[config.mk]
export PLATFORM = sky130hd
export DESIGN_NAME = wallace_mult_pipe
export DESIGN_NICKNAME = d
export VERILOG_FILES = /design/src/rtl/wallace_mult_pipe.sv
export SDC_FILE = /design/constraint.sdc
export NUM_CORES = 2
export LEC_CHECK = 0
export CAP_MARGIN = 20
export CORE_MARGIN = 10
export CORE_UTILIZATION = 64
export CTS_CLUSTER_SIZE = 8
export DETAILED_ROUTE_END_ITERATION = 7
export PLACE_DENSITY = 0.84
export SLEW_MARGIN = 25
export SYNTH_ARGS = -nofsm -noshare
export SYNTH_HDL_FRONTEND = slang
export SYNTH_SLANG_ARGS = --single-unit
[constraint.sdc]
create_clock -name clk -period 6.25 [get_ports clk]
set_clock_uncertainty 0.2 [all_clocks]
set_input_delay 1.25 -clock clk [delete_from_list [all_inputs] [get_ports clk]]
set_output_delay 1.25 -clock clk [all_outputs]
set_load 0.01 [all_outputs]
[src/rtl/wallace_mult_pipe.sv]
// Two-stage pipelined Wallace-tree unsigned multiplier with valid/ready handshake and tag.
// Optional sticky output (OR of low product bits) enabled by defining WALLACE_STICKY_EN.
module wallace_mult_pipe #(
   parameter int A_W      = 24,
   parameter int B_W      = 26,
   parameter int TAG_W    = 5,
   parameter int STICKY_W = 24
) (
   input  logic                 clk,
   input  logic                 rst,
   input  logic                 in_valid,
   output logic                 in_ready,
   input  logic [A_W-1:0]       a,
   input  logic [B_W-1:0]       b,
   input  logic [TAG_W-1:0]     in_tag,
   output logic                 out_valid,
   input  logic                 out_ready,
   output logic [A_W+B_W-1:0]   z,
`ifdef WALLACE_STICKY_EN
   output logic                 sticky,
`endif
   output logic [TAG_W-1:0]     out_tag
);

   localparam int P = A_W + B_W;

   // Each 3:2 level turns every group of three rows into two; leftovers pass through.
   function automatic int tree_levels(input int r);
      int n;
      int l;
      n = r;
      l = 0;
      while (n > 2) begin
         n = n - n / 3;
         l = l + 1;
      end
      return l;
   endfunction

   localparam int LEVELS = tree_levels(B_W);

   logic [P-1:0]     rows [B_W];
   logic [P-1:0]     nxt  [B_W];
   logic [P-1:0]     tree_sum, tree_carry;
   int               n_rows, m_rows;

   logic             s1_valid_q, s1_valid_d;
   logic [P-1:0]     s1_sum_q, s1_carry_q;
   logic [TAG_W-1:0] s1_tag_q;
   logic             out_valid_q, out_valid_d;
   logic [P-1:0]     z_q, z_next;
   logic [TAG_W-1:0] out_tag_q;
   logic             s1_adv, s2_adv;

   always_comb begin
      rows   = '{default: '0};
      nxt    = '{default: '0};
      m_rows = 0;
      for (int j = 0; j < B_W; j++) begin
         rows[j] = P'(a & {A_W{b[j]}}) << j;
      end
      n_rows = B_W;
      for (int l = 0; l < LEVELS; l++) begin
         nxt    = '{default: '0};
         m_rows = 0;
         for (int i = 0; i < B_W; i += 3) begin
            if (i + 2 < n_rows) begin
               nxt[m_rows]     = rows[i] ^ rows[i+1] ^ rows[i+2];
               nxt[m_rows + 1] = ((rows[i] & rows[i+1]) | (rows[i] & rows[i+2]) |
                                  (rows[i+1] & rows[i+2])) << 1;
               m_rows          = m_rows + 2;
            end else if (i < n_rows) begin
               nxt[m_rows] = rows[i];
               m_rows      = m_rows + 1;
               if (i + 1 < n_rows) begin
                  nxt[m_rows] = rows[i+1];
                  m_rows      = m_rows + 1;
               end
            end
         end
         rows   = nxt;
         n_rows = m_rows;
      end
      tree_sum   = rows[0];
      tree_carry = (n_rows > 1) ? rows[1] : '0;
   end

   // Handshake: a stage advances when its successor is empty or draining this cycle.
   assign s2_adv      = !out_valid_q || out_ready;
   assign s1_adv      = !s1_valid_q || s2_adv;
   assign in_ready    = s1_adv;
   assign s1_valid_d  = s1_adv ? in_valid : s1_valid_q;
   assign out_valid_d = s2_adv ? s1_valid_q : out_valid_q;
   assign z_next      = s1_sum_q + s1_carry_q;

   always_ff @(posedge clk or posedge rst) begin
      if (rst) begin
         s1_valid_q <= 1'b0;
         s1_sum_q   <= '0;
         s1_carry_q <= '0;
         s1_tag_q   <= '0;
      end else begin
         s1_valid_q <= s1_valid_d;
         if (s1_adv && in_valid) begin
            s1_sum_q   <= tree_sum;
            s1_carry_q <= tree_carry;
            s1_tag_q   <= in_tag;
         end
      end
   end

   always_ff @(posedge clk or posedge rst) begin
      if (rst) begin
         out_valid_q <= 1'b0;
         z_q         <= '0;
         out_tag_q   <= '0;
      end else begin
         out_valid_q <= out_valid_d;
         if (s2_adv && s1_valid_q) begin
            z_q       <= z_next;
            out_tag_q <= s1_tag_q;
         end
      end
   end

`ifdef WALLACE_STICKY_EN
   logic sticky_q;

   // Taken from the resolved sum so it always agrees with z.
   always_ff @(posedge clk or posedge rst) begin
      if (rst) begin
         sticky_q <= 1'b0;
      end else if (s2_adv && s1_valid_q) begin
         sticky_q <= |z_next[STICKY_W-1:0];
      end
   end

   assign sticky = sticky_q;
`else
`endif

   assign out_valid = out_valid_q;
   assign z         = z_q;
   assign out_tag   = out_tag_q;

endmodule
# After elaboration in Yosys (flattened, before gate mapping)
# Cells that the tools add are included.
dict set report classes {
  add_sub_neg 1
  reduce_logical 6
  n_bitwise 194
}
# op n
set ops {}
lappend ops {{$and 49x49->49} 34}
lappend ops {{$or 49x49->49} 27}
lappend ops {{$xor 50x50->50} 21}
lappend ops {{$and 24x24->24} 26}
lappend ops {{$and 39x41->41} 2}
lappend ops {{$and 36x38->38} 2}
lappend ops {{$and 30x32->32} 2}
lappend ops {{$and 27x29->29} 2}
lappend ops {{$or 29x29->29} 2}
lappend ops {{$add 50x50->50} 1}
lappend ops {{$xor 39x50->50} 1}
lappend ops {{$xor 50x30->50} 1}
lappend ops {{$xor 50x33->50} 1}
lappend ops {{$xor 50x38->50} 1}
lappend ops {{$xor 50x47->50} 1}
lappend ops {{$xor 50x48->50} 1}
lappend ops {{$xor 50x49->50} 1}
lappend ops {{$and 39x49->49} 1}
lappend ops {{$and 48x49->49} 1}
lappend ops {{$and 49x33->49} 1}
lappend ops {{$and 49x48->49} 1}
lappend ops {{$or 36x49->49} 1}
lappend ops {{$or 40x49->49} 1}
lappend ops {{$or 43x49->49} 1}
lappend ops {{65 further kinds} 68}
dict set report totals {
  in_bits 59
  reg_bits 161
  out_inout_bits 57
  wordCells 208
}

# Logic depth before layout (Yosys ltp)
dict set report logic_depth {
  depth_word 22
  mapped_depth 16
  depth_no_buf 15
}

# Least setup slack after synthesis
# No wires, ideal clock.
dict set report synth_path {
  kind {input to register}
  from {in a[8]}
  to {reg s1_sum_q[31]}
  required_time_ns 5.925
  arrival_ns 5.572
  path_stages 15
  slack_ns 0.354
  setup_ns 0.125
  n_path_buf 1
  cell_sequence {clkbuf_1 -> nand2_1 -> fa_1 -> inv_1 -> fa_1 -> inv_1 -> fa_1 -> inv_1 -> fa_1 -> fa_1 -> inv_1 -> fa_1 -> inv_1 -> fa_1 -> mux2_2}
}
# item line
set synth_lines {}
lappend synth_lines {{start: declaration} 13} ;# input logic [A_W-1:0] a,
lappend synth_lines {{end signal: assignment} 105} ;# s1_sum_q <= tree_sum;
lappend synth_lines {{end: declaration} 48} ;# logic [P-1:0] s1_sum_q, s1_carry_q;

==> results.toml <==
[clock_network]
post_cts_sizing = 0
cts_hold_repair.buffers = 0
clk_pin_slew_ns = 0.06
clock_tree.root_cell = "clkbuf_16"
clkLatencyLatePin_ns = 0.45
post_cts_buffers = 0
cts_buffer_depth = 2
tritoncts.num_buffers = 17
tritoncts = "done"
htree_num_levels = 4
tritoncts_num_sinks = 154

[worst_setup_path]
worst_r2r_path_depth = 12
crit_required_ns = 6.37
path_common_cell = "fa_1"
crit_path_end_kind = "flop"
cp_cell_sequence = "clkdlybuf4s50_1 -> buf_4 -> nand2_1 -> fa_1 -> inv_1 -> fa_1 -> inv_1 -> fa_1 -> fa_1 -> fa_1 -> fa_1 -> inv_1 -> fa_1 -> mux2_2"
timing_worst_setup_path_type = "input port to flop"
start_kind = "input port"
r2r_start = "s1_carry_q[8]$_DFFE_PP0P_"
r2r_end = "z[36]$_DFFE_PP0P_"
crit_path_top_delay_cell = "clkdlybuf4s50_1"
timing.critical_path.fanout_max = 7
reg2reg_slack_ns = 2.90
crit_path_max_incr_delay_ns = 0.62
worst_ep_arrival_time_ns = 6.19

[route]
initialDrtViolationCount = 1223
routed-via-count = 18280
drt-wirelength-per-cell_um = 19.69
routed_wirelength_um = 63090
drt_drc_violations_left = 0
antenna_violating_nets_post_route = 0
drt-pass1-iter-count = 8
viasPerCell = 5.705

[global_routing]
first_global_vias = 20790
grt_max_degree = 90
grt_pass1_wl_um = 105500
globalRouteTotalUtil_pct = 27.74
antenna_found_initial = 2
globalRouteOverflowTotal = 0

[synthesis]
synth.area.top_cells = "fa_1 42%, dfrtp_1 15%, and2_1 8.4%"
synthDominantCellAreaShare_pct = 42.17
postSynthRegisterBits = 154
async_reset_ff_share_pct = 100.0
yosysWarningCount = 0
yosysSeqAreaShare_pct = 15.23
number_of_distinct_library_cells_after_synthesis = 60
synth.most_common_cell = "fa_1"
yosys-top-cells-count = "533 x fa_1, 479 x inv_1, 393 x nand2_1"
postSynthNetCount = 3314
syn_inst = 2568
synth_largest_area_cell = "fa_1"
dominantRegCellSynth = "dfrtp_1"
synth-edff-count = 0
synth.avg_cell_area_um2 = 9.854
synthesis.area_mm2 = 0.02531

[sta]
final_setup_vio_count = 0
rsz_0062_raised_after_global_routing = "false"
post-route-min-period_ns = 6.068
fmax_mhz = 164.8
number_of_endpoints_with_negative_hold_slack_in_the_final_report = 0
final.period_utilization_pct = 97.08
setup_slack_ns = 0.1825
hold_slack_ns = 0.2680
number_of_slew_limit_violations_in_the_final_report = 0
max_slew.worst_pin.slew_ns = 1.001
setup_tns_ns = 0
slew_headroom_pct = 33.28

[finish]
layout.nets = 3419
diodes = 0
syn2layout_area_growth_pct = 12.77
drive_above_1_share_pct = 9.419

[floorplan]
start_util_pct = 65.02
die_area_mm2 = 0.04789
row_count = 72
num_io_pins = 116
die_h_um = 218.8
fp.coreArea_mm2 = 0.03892
die_x_um = 218.8

[power_and_ir_drop]
leakage_nw = 13.74
power_switching_share_pct = 48.24
power.density_cell_area_mw_per_mm2 = 463.7
share_seq_of_total_power_pct = 13.3
p_switching_mw = 6.384
intPower_mw = 6.849
combinationalPowerShare_pct = 78.5
worst_vdd_ir_uv = 383.7
clkPwrFrac_pct = 8.3

[placement]
place.detailed.hpwl_um = 51530
gpl.final_weighted_congestion = 0.9728
portBuffers = 115
place_ws_ns = -0.2101

[hold_path]
holdCritStartpoint = "s1_tag_q[2]$_DFFE_PP0P_"
hold-path-endpoint = "out_tag[2]$_DFFE_PP0P_"
timing.hold.worst.class = "flop to flop"
hold_path_depth = 2

[flow_run]
maxCapViolations = 0

[status]
status = "complete, no violations"
==> stage by stage <==
stage	instance area [um2]	power, mW	cells	utilization [%]
3_3_place_gp	27920	11.62	3172	71.75
4_1_cts	28540	13.37	3204	73.32
2_1_floorplan	25310	8.593	2568	-
3_5_place_dp	27920	12.09	3172	71.75
5_1_grt	28540	14.65	3204	73.32
6_report	28540	13.23	3204	73.32
==> power groups by stage <==
stage | Clock, mW | Combinational (mW) | Sequential, mW
finish | 1.09 | 10.4 | 1.76
global route | 1.14 | 11.7 | 1.79
CTS | 1.10 | 10.5 | 1.75
detailed placement | 0 | 10.3 | 1.76
global placement | 0 | 9.88 | 1.74
floorplan | 0 | 6.85 | 1.75
==> routing by layer <==
layer	track usage (%)	vias to the layer above	share of wire, %
li1	-	7897	-
met1	32.74	9430	36
met2	49.00	730	53
met3	3.700	221	5.7
met4	13.97	2	5.2
met5	0	-	0.019
==> worst max-delay path, delay by kind of cell <==
| kind | cells | cell delay (ns) |
|---|---|---|
| and+or+nand+nor | 1 | 0.09 |
| muxes | 1 | 0.27 |
| buffers and inverters | 5 | 1.02 |
| adders and majority gates | 7 | 3.54 |
==> logic make-up after synthesis <==
logic type                 after synthesis  synth area share, %
and+or+nand+nor                        818                16.14
adders and majority gates              687                49.78
DFF                                    154                15.23
buffers and inverters                  617                9.187
xor gates and xnor gates                34                1.177
AOI/OAI and AO/OA                      161                4.178
muxes                                   97                4.312
==> state kept, by name, indices dropped and copies added, names as in the netlist <==
signal      flops
s1_tag_q        5
s1_valid_q      1
s1_sum_q       50
s1_carry_q     42
out_tag         5
out_valid       1
z              50
==> worst max-delay path by stage <==
stage          from                       end  slack (ns)  cells after the start
2_1_floorplan  a[8]  s1_sum_q[31]$_DFFE_PP0P_        0.35                     15
5_1_grt        a[6]  s1_sum_q[29]$_DFFE_PP0P_        0.08                     16
3_3_place_gp   a[2]  s1_sum_q[22]$_DFFE_PP0P_       -0.20                     14
3_5_place_dp   a[2]  s1_sum_q[24]$_DFFE_PP0P_       -0.21                     14
6_report       a[2]  s1_sum_q[24]$_DFFE_PP0P_        0.18                     14
4_1_cts        a[2]  s1_sum_q[24]$_DFFE_PP0P_        0.22                     14
==> cell type report <==
type | count | area, um2
Inverter | 479 | 1803
Fill cell | 2646 | 10380
Tap cell | 518 | 648.1
Timing Repair Buffer | 224 | 2482
Multi-Input combinational cell | 1797 | 19140
Sequential cell | 154 | 3854
Clock buffer | 18 | 429.2
Clock inverter | 14 | 182.7
==> cell usage in the layout (no fill, tap or decap), types with 5 or more instances in the layout <==
master / synthesis / final
nor2b_1: 6 / 6
dfrtp_1: 154 / 154
a21oi_1: 43 / 43
inv_6: 0 / 7
xor2_1: 13 / 13
o21ai_0: 49 / 49
o21bai_1: 5 / 5
buf_12: 0 / 41
mux2_2: 96 / 96
a21o_1: 16 / 16
fa_1: 533 / 533
nand4_1: 19 / 19
nor2_1: 22 / 22
clkdlybuf4s50_1: 0 / 115
o21a_1: 5 / 5
xnor2_1: 21 / 21
ha_1: 154 / 154
and3_1: 5 / 5
clkbuf_16: 0 / 17
nor3_1: 5 / 5
a31oi_1: 5 / 5
and2_1: 338 / 338
nand3_1: 10 / 10
inv_1: 479 / 478
o21ai_1: 8 / 8
nand2_1: 393 / 391
buf_4: 2 / 68
No activity file was read; power rests on OpenSTA's default activity.
